### config.mk
export PLATFORM = sky130hd
export DESIGN_NAME = master_mode_controller
export DESIGN_NICKNAME = d
export VERILOG_FILES = /design/src/rtl/master_mode_controller.sv
export SDC_FILE = /design/constraint.sdc
export NUM_CORES = 1
export LEC_CHECK = 0
export BUFFER_PORTS_ARGS = -buffer_cell sky130_fd_sc_hd__buf_2
export CAP_MARGIN = 20
export CORE_ASPECT_RATIO = 1.2
export CORE_MARGIN = 1.5
export CORE_UTILIZATION = 48
export CTS_BUF_LIST = sky130_fd_sc_hd__clkbuf_2 sky130_fd_sc_hd__clkbuf_4 sky130_fd_sc_hd__clkbuf_8
export DETAILED_ROUTE_END_ITERATION = 7
export PLACE_DENSITY_LB_ADDON = 0.12
export SYNTH_ARGS = -nofsm -noshare
export SYNTH_HDL_FRONTEND = slang
export SYNTH_SLANG_ARGS = --single-unit
export TNS_END_PERCENT = 5
### constraint.sdc
create_clock -name clk_i -period 3.6 [get_ports clk_i]
set_clock_uncertainty 0.15 [all_clocks]
set_input_delay 0.18 -clock clk_i [delete_from_list [all_inputs] [get_ports clk_i]]
set_output_delay 0.18 -clock clk_i [all_outputs]
set_load 0.02 [all_outputs]
### src/rtl/master_mode_controller.sv
// master_mode_controller
// Master-mode trigger generator on the output side of the timer trigger
// fabric. It picks an internal event or level according to mms_i and drives
// trg_o towards slave timers. Pulse-type events become programmable-width
// pulses, each followed by a guaranteed one-cycle low gap. Events that arrive
// while a pulse is in flight are queued in a saturating counter. An event lost
// at saturation sets a sticky overflow flag.
//
// Ports
//   clk_i          timer kernel clock
//   srst_i         synchronous reset, active-high
//   mms_i          master mode select (000 reset, 001 enable, 010 update,
//                  011 compare pulse, 100..111 OCxREF levels)
//   msm_i          adds one extra output register stage when set
//   pw_i           trigger pulse high time minus one, in clk_i cycles
//   ug_i           software update generation pulse
//   cen_i          counter enable level
//   uev_i          update event pulse
//   ccif_i         capture/compare interrupt flags (levels)
//   ocref_i        output compare reference levels
//   trg_ovf_clr_i  clears trg_ovf_o
//   trg_o          trigger output (TRGO)
//   trg_busy_o     pulse engine active or events pending
//   trg_ovf_o      sticky flag: an event was lost at a saturated queue
module master_mode_controller #(
  parameter int CH_PAIRS_NUM = 2,
  parameter int PULSE_W      = 4,
  parameter int CNT_W        = 3
) (
  input  logic                      clk_i,
  input  logic                      srst_i,
  input  logic [2:0]                mms_i,
  input  logic                      msm_i,
  input  logic [PULSE_W-1:0]        pw_i,
  input  logic                      ug_i,
  input  logic                      cen_i,
  input  logic                      uev_i,
  input  logic [2*CH_PAIRS_NUM-1:0] ccif_i,
  input  logic [2*CH_PAIRS_NUM-1:0] ocref_i,
  input  logic                      trg_ovf_clr_i,
  output logic                      trg_o,
  output logic                      trg_busy_o,
  output logic                      trg_ovf_o
);

  localparam int CH_NUM = 2 * CH_PAIRS_NUM;
  localparam logic [CNT_W-1:0] PEND_MAX = '1;

  typedef enum logic [1:0] {
    IDLE  = 2'd0,
    PULSE = 2'd1,
    GAP   = 2'd2
  } state_t;

  state_t               state_q, state_d;
  logic [PULSE_W-1:0]   cnt_q, cnt_d;
  logic [CNT_W-1:0]     pending_q, pending_d;
  logic                 ovf_q, ovf_set;
  logic [2:0]           mms_q;
  logic                 msm_q;
  logic                 ccif0_q;
  logic                 level_q;
  logic                 delay_q;

  logic                 mode_chg;
  logic                 pulse_mode;
  logic                 ccif_rise;
  logic                 event_raw;
  logic                 level_sel;
  logic                 ev;
  logic                 stage0;

  // Only channel 0 feeds the compare-pulse mode; the other flags are
  // collected here so they are visibly consumed.
  logic                 unused_ccif;
  assign unused_ccif = ^ccif_i[CH_NUM-1:1];

  function automatic logic is_pulse_mode(input logic [2:0] m);
    return (m == 3'b000) || (m == 3'b010) || (m == 3'b011);
  endfunction

  // A mode change is detected against the registered previous mode; in that
  // cycle every event is ignored so the new mode starts from a clean slate.
  assign mode_chg   = (mms_i != mms_q);
  assign pulse_mode = is_pulse_mode(mms_i);
  assign ccif_rise  = ccif_i[0] & ~ccif0_q;
  assign ev         = event_raw & ~mode_chg;

  // Select the raw pulse event or the raw level for the current mode. OCxREF
  // indices beyond the implemented channel count read as 0.
  always_comb begin
    event_raw = 1'b0;
    level_sel = 1'b0;
    case (mms_i)
      3'b000:  event_raw = ug_i;
      3'b001:  level_sel = cen_i;
      3'b010:  event_raw = uev_i;
      3'b011:  event_raw = ccif_rise;
      default: begin
        for (int i = 0; i < CH_NUM; i++) begin
          if ((i < 4) && (mms_i[1:0] == i[1:0])) begin
            level_sel = ocref_i[i];
          end
        end
      end
    endcase
  end

  // Pulse engine next-state logic. In GAP an arriving event counts as the
  // one being dequeued, so a new pulse starts whenever the queue holds
  // something or an event shows up, and the queue depth stays unchanged when
  // both happen together.
  always_comb begin
    state_d   = state_q;
    cnt_d     = cnt_q;
    pending_d = pending_q;
    ovf_set   = 1'b0;
    if (!pulse_mode || mode_chg) begin
      state_d   = IDLE;
      cnt_d     = '0;
      pending_d = '0;
    end else begin
      case (state_q)
        IDLE: begin
          if (ev) begin
            state_d = PULSE;
            cnt_d   = pw_i;
          end
        end
        PULSE: begin
          if (cnt_q == '0) begin
            state_d = GAP;
          end else begin
            cnt_d = cnt_q - 1'b1;
          end
          if (ev) begin
            if (pending_q == PEND_MAX) begin
              ovf_set = 1'b1;
            end else begin
              pending_d = pending_q + 1'b1;
            end
          end
        end
        GAP: begin
          if ((pending_q != '0) || ev) begin
            state_d = PULSE;
            cnt_d   = pw_i;
            if (!ev) begin
              pending_d = pending_q - 1'b1;
            end
          end else begin
            state_d = IDLE;
          end
        end
        default: begin
          state_d   = IDLE;
          pending_d = '0;
        end
      endcase
    end
  end

  // The first output stage is already registered: the pulse state in pulse
  // modes, the sampled level in level modes. The mux keys off the registered
  // mode so the cycle after a mode change always sees cleared state.
  assign stage0 = is_pulse_mode(mms_q) ? (state_q == PULSE) : level_q;

  // All state registers. The optional delay stage is flushed on any mode or
  // msm change, so the output shows at most a single low cycle instead of a
  // stale or duplicated value.
  always_ff @(posedge clk_i) begin
    if (srst_i) begin
      state_q   <= IDLE;
      cnt_q     <= '0;
      pending_q <= '0;
      ovf_q     <= 1'b0;
      mms_q     <= 3'b000;
      msm_q     <= 1'b0;
      ccif0_q   <= 1'b0;
      level_q   <= 1'b0;
      delay_q   <= 1'b0;
    end else begin
      state_q   <= state_d;
      cnt_q     <= cnt_d;
      pending_q <= pending_d;
      mms_q     <= mms_i;
      msm_q     <= msm_i;
      ccif0_q   <= mode_chg ? 1'b0 : ccif_i[0];
      level_q   <= mode_chg ? 1'b0 : level_sel;
      delay_q   <= (mode_chg || (msm_i != msm_q)) ? 1'b0 : stage0;
      if (ovf_set) begin
        ovf_q <= 1'b1;
      end else if (trg_ovf_clr_i) begin
        ovf_q <= 1'b0;
      end
    end
  end

  assign trg_o      = msm_q ? delay_q : stage0;
  assign trg_busy_o = (state_q != IDLE) || (pending_q != '0);
  assign trg_ovf_o  = ovf_q;

endmodule

# Word level (Yosys, flattened, before mapping)
# Cells that the tools add are included.
[op_classes] add_sub_neg=3 mul=0 div=0 magnitude_cmp=0 eq_ne=20 shift=0 mux=27 bitwise_logic=5 n_reduce_logical=25
[ops] cell="$ne A2 B2 Y1 const B" n=7
[ops] cell="$mux W1" n=13
[ops] cell="$eq A3 B2 Y1 const B" n=4
[ops] cell="$mux W3" n=4
[ops] cell="$mux W4" n=3
[ops] cell="$pmux W4 S3" n=1
[ops] cell="$pmux W3 S3" n=1
[ops] cell="$logic_or A1 B1 Y1" n=8
[ops] cell="$eq A2 B2 Y1 const B" n=3
[ops] cell="$logic_not A3 Y1" n=2
[ops] cell="$pmux W2 S3" n=1
[ops] cell="$reduce_bool A3 Y1" n=2
[ops] cell="$reduce_or A2 Y1" n=3
[ops] cell="$reduce_and A5 Y1" n=1
[ops] cell="$eq A2 B1 Y1 const B" n=2
[ops] cell="$logic_not A2 Y1" n=2
[ops] cell="$logic_not A4 Y1" n=1
[ops] cell="$mux W2" n=2
[ops] cell="$reduce_and A4 Y1" n=1
[ops] cell="$reduce_bool A2 Y1" n=2
[ops] cell="$sub A4 B1 Y4 const B" n=1
[ops] cell="$add A3 B1 Y3 const B" n=1
[ops] cell="$eq A3 B1 Y1 const B" n=1
[ops] cell="$eq A3 B3 Y1 const B" n=1
[ops] cell="other kinds (10)" n=13
[word_totals] reg_bits=17 latchBits=0 ramBits=0 romBits=0 output_inout_bits=3 n_memories=0

# Logic depth before layout (Yosys ltp)
[depth] ltp_word=8 depth_mapped=8

# Least setup slack after synthesis
# OpenSTA, ideal clock, no wires.
[synth_timing] kind="input-to-reg" from="in mms_i[0]" to="reg pending_q[2]" setup_ns=0.070 arrival_time_ns=2.012 slack_ns=1.368 path_stages=6 path_cell_list="buf_6 -> or4_4 -> o32a_4 -> o31a_1 -> or4_1 -> a21oi_1"
[synth_via] elab_chain_len=6 elab_cells_between_ends=17 cone_classes="eq/ne (6); mux (1); bitwise (2); reduce/logical (8)"
[synth_lines] item="start: declaration" line="32" rtl="input logic [2:0] mms_i,"
[synth_lines] item="$eq A3 B2 Y1 (tied with other cells)" line="79, 94"
[synth_lines] item="$pmux W1 S3 (tied with other cells)" line="94" rtl="case (mms_i)"
[synth_lines] item="$and A1 B1 Y1 / $logic_or A1 B1 Y1 (equally long branches)" line="87, 79"
[synth_lines] item="$logic_or A1 B1 Y1 / $logic_not A1 Y1 (equally long branches)" line="145, 118"
[synth_lines] item="$ne A2 B2 Y1 (no source line) / $logic_or A1 B1 Y1 (equally long branches)"
[synth_lines] item="$reduce_and A5 Y1 (no source line) / $reduce_or A2 Y1 (equally long branches)"
[synth_lines] item="end signal: assignment" line="185" rtl="pending_q <= pending_d;"
[synth_lines] item="end: declaration" line="57" rtl="logic [CNT_W-1:0] pending_q, pending_d;"
# Several ways; a longest one is shown, not always the timed one.
# A chain may end at the register's enable or synchronous reset.

# Worst setup path in the final report
[layout_timing] from="reg mms_q[1]" to="reg pending_q[2]"
[layout_via] elab_chain_len=6 elab_cells_between_ends=10 cone_classes="eq/ne (4); bitwise (2); reduce/logical (4)"
[layout_lines] item="start: declaration" line="59" rtl="logic [2:0] mms_q;"
[layout_lines] item="start signal: assignment" line="186" rtl="mms_q <= mms_i;"
[layout_lines] item="$ne A3 B3 Y1 *" line="84" rtl="assign mode_chg = (mms_i != mms_q);"
[layout_lines] item="$not A1 Y1" line="87" rtl="assign ev = event_raw & ~mode_chg;"
[layout_lines] item="$and A1 B1 Y1" line="87"
[layout_lines] item="$logic_or A1 B1 Y1" line="145" rtl="if ((pending_q != '0) || ev) begin"
[layout_lines] item="$ne A2 B2 Y1 (no source line)"
[layout_lines] item="$reduce_and A5 Y1 (no source line)"
# Mark *: on every way between the ends. The rest lies on a longest branch, timed or not.

==> summary.md <==
| Metric | Value |
|---|---|
| Detailed Routing Iterations Pass 1 | `4` |
| Sequential fraction of design power | `54.7%` |
| RSZ-0062 raised after global routing | `no` |
| Cell area after synthesis | `around 0.0011 sq mm` |
| Syn_area_per_cell | `8.35 sq um` |
| Hold_ws | `around 0.029 ns` |
| Footprint of the multi-input gates | `between 700 and 800 sq um` |
| Fin worst setup slack | `1.21 ns` |
| Clock latency on the worst-skew pair | `a little under 0.3 ns` |
| Vias in the first global route | `1017` |
| FILL cells | `around 220` |
| Max Used Layer | `met4` |
| Largest cells by area after synthesis | `dfxtp_1 (31%), ha_1 (5.6%), a21oi_1 (5.0%)` |
| Combinational power share | `13.4%` |
| Drt wl/cell | `between 10 and 15 um` |
| First-pass GRT wire length | `approximately 4200 um` |
| RePlAce Congestion | `around 0.82` |
| Yosys warning count | `0` |
| VDD IR max | `around 0.00026 V` |
| Routed length on met1 | `1010 um` |
| DR DRC count | `0` |
| Most common cell after layout, fill and taps aside | `buf_2` |
| Slew @ Worst Pin | `approximately 0.56 ns` |
| Clk sink count | `17` |
| Post-synthesis cell count | `around 130` |
| Sw frac | `between 20% and 30%` |
| R2R Setup Slk | `roughly 1.2 ns` |
| Fin area | `between 0.001 and 0.0015 sq mm` |
| Synth-to-Final Area Change | `18.5%` |
| Vias post-DR | `between 1000 and 1500` |
| Total gr overflow | `0` |
| Chip width | `roughly 47 um` |
| Reg area | `340 sq um` |
| PortBufs | `21` |
| Post-synthesis register bit count | `17` |
| Die footprint | `between 0.002 and 0.003 sq mm` |
| Vias per cell | `approximately 5.7` |
| Final period util | `66.5%` |
| Setup_tns | `0 ns` |
| Met3 WL | `about 130 um` |
| Pre-CTS setup slack | `~1.2 ns` |
| Met2 WL | `around 1400 um` |
| Fraction of layout instances using a drive strength above 1 | `17.4%` |
| Initial antenna violation count | `0` |
| Top cell type by total area after synthesis | `dfxtp_1` |
| Count of maximum capacitance violations | `0` |
| Critical path peak fanout | `7` |
| Worst-path clk slew | `~0.10 ns` |
| Final antenna-violating net count | `0` |
| Crit Path Class | `register to register` |
| Status | `finished, final reports clean` |
| CTS resizes | `0` |
| Crit end category | `register` |
| Total track usage | `between 20 and 25%` |
| Mapped Nets | `about 160` |
| Max clock buf depth | `2` |
| FP Rows | `18` |
| Pwr Density | `270 mW/mm^2` |
| Data required time at the worst endpoint | `about 3.7 ns` |
| DP Wirelength | `1940 um` |
| N_diodes | `0` |
| Setup violators final | `0` |
| I/O Pins | `25` |
| Register area share after synthesis | `30.6%` |
| CP startpoint kind | `register` |
| CTS Buf Count | `3` |
| H-tree depth | `1` |
| Internal | `~0.27 mW` |
| Pins over their slew limit | `0` |
| Starting DRC count in detailed routing | `36` |
| Critical Path AT | `2.47 ns` |
| CTS tree | `yes` |
| Most frequent cells in the layout | `buf_2 (21), dfxtp_1 (17), inv_1 (14)` |
| Final wirelength | `approximately 2600 um` |
| P_sw | `between 0.08 and 0.09 mW` |
| Post-CTS Setup Repair Bufs | `0` |
| # hold bufs at CTS | `4` |
| Largest net degree at the start of global routing | `13` |
| Clock root buffer master | `clkbuf_4` |
| Core area | `around 0.0021 sq mm` |
| Peak Freq | `418 MHz` |
| Power Total | `approximately 0.35 mW` |
| Synth top area share | `a little over 30%` |
| Final worst path period need | `about 2.4 ns` |
| Lkg Pwr | `0.537 nW` |
| Post-synth EDFFs | `0` |
| Initial Util | `a little over half` |
| Clock power share | `~32%` |
| Final Hold Viols | `0` |
| Async set-reset flop share out of synthesis | `0%` |
| Worst hold path class | `input pin to register` |
| Top FF cell, synth | `dfxtp_1` |
| Netlist cell types | `40` |
| Die Height | `between 50 and 60 um` |
| Fin nets | `190` |
| Dpl cell area | `about 0.0012 sq mm` |
| Rel. slew slack | `62.4%` |
cell families after synthesis:
family | synth area share [%]
compound gates | 22.9
xor+xnor | 3.94
fa+ha+maj | 7.43
buf+inv | 6.08
flops | 30.6
mux | 4.50
simple gates | 24.5
through the flow:
stage / std cells / util (%)
3_3_place_gp: 183 / 58.9
2_1_floorplan: 133 / -
4_1_cts: 191 / 62.2
6_report: 191 / 62.2
3_5_place_dp: 183 / 58.9
5_1_grt: 191 / 62.2
power groups by stage:
stage	Clock [mW]	Sequential [mW]	Combinational [mW]
floorplan	0	0.198	0.0260
global placement	0	0.198	0.0419
detailed placement	0	0.198	0.0432
CTS	0.116	0.194	0.0466
global route	0.126	0.194	0.0522
finish	0.113	0.194	0.0475
Yosys cell counts, types with 2 or more instances:
library cell	n
dfxtp_1	17
inv_1	14
nor2_1	12
a21oi_1	11
nand2_1	6
ha_1	5
mux2i_1	5
nor3_1	5
o31ai_1	5
nand3_1	4
xor2_1	4
a31oi_1	3
nand4_1	3
nor2b_1	3
o21ai_0	3
or2b_1	3
or3_1	3
a21o_1	2
and2_1	2
o31a_1	2
or4_1	2
worst max-delay path: stages (launching register included):
cell and delay, ns:
dfxtp_1 0.43, or4bb_1 0.53, o32a_4 0.26, o31a_1 0.28, or4_1 0.52, a21oi_1 0.15
final timing paths:
path                                     from           end  depth (start not counted)
worst max-delay path                 mms_q[1]  pending_q[2]                          5
worst min register to register       cnt_q[1]      cnt_q[1]                          2
worst max register to register       mms_q[1]  pending_q[2]                          5
worst min-delay path            trg_ovf_clr_i     trg_ovf_o                          4
layer usage:
layer | track usage [%] | vias to the layer above
li1 | - | 542
met1 | 25.8 | 507
met2 | 37.8 | 37
met3 | 3.25 | 4
met4 | 7.94 | 0
met5 | 0 | -
area by class of cell:
cell class | count | area share [%]
multi-input combinational | 100 | 53.4
sequential | 17 | 25.9
timing repair buffer | 26 | 11.6
inverter | 14 | 3.99
tap | 30 | 2.85
clock buffer | 4 | 2.28
state kept, by name, summed over array words and instances, names as in the netlist:
register / flops
mms_q: 3
msm_q: 1
level_q: 1
pending_q: 3
trg_ovf_o: 1
ccif0_q: 1
state_q: 2
delay_q: 1
cnt_q: 4
No activity file was read; power rests on OpenSTA's default activity.
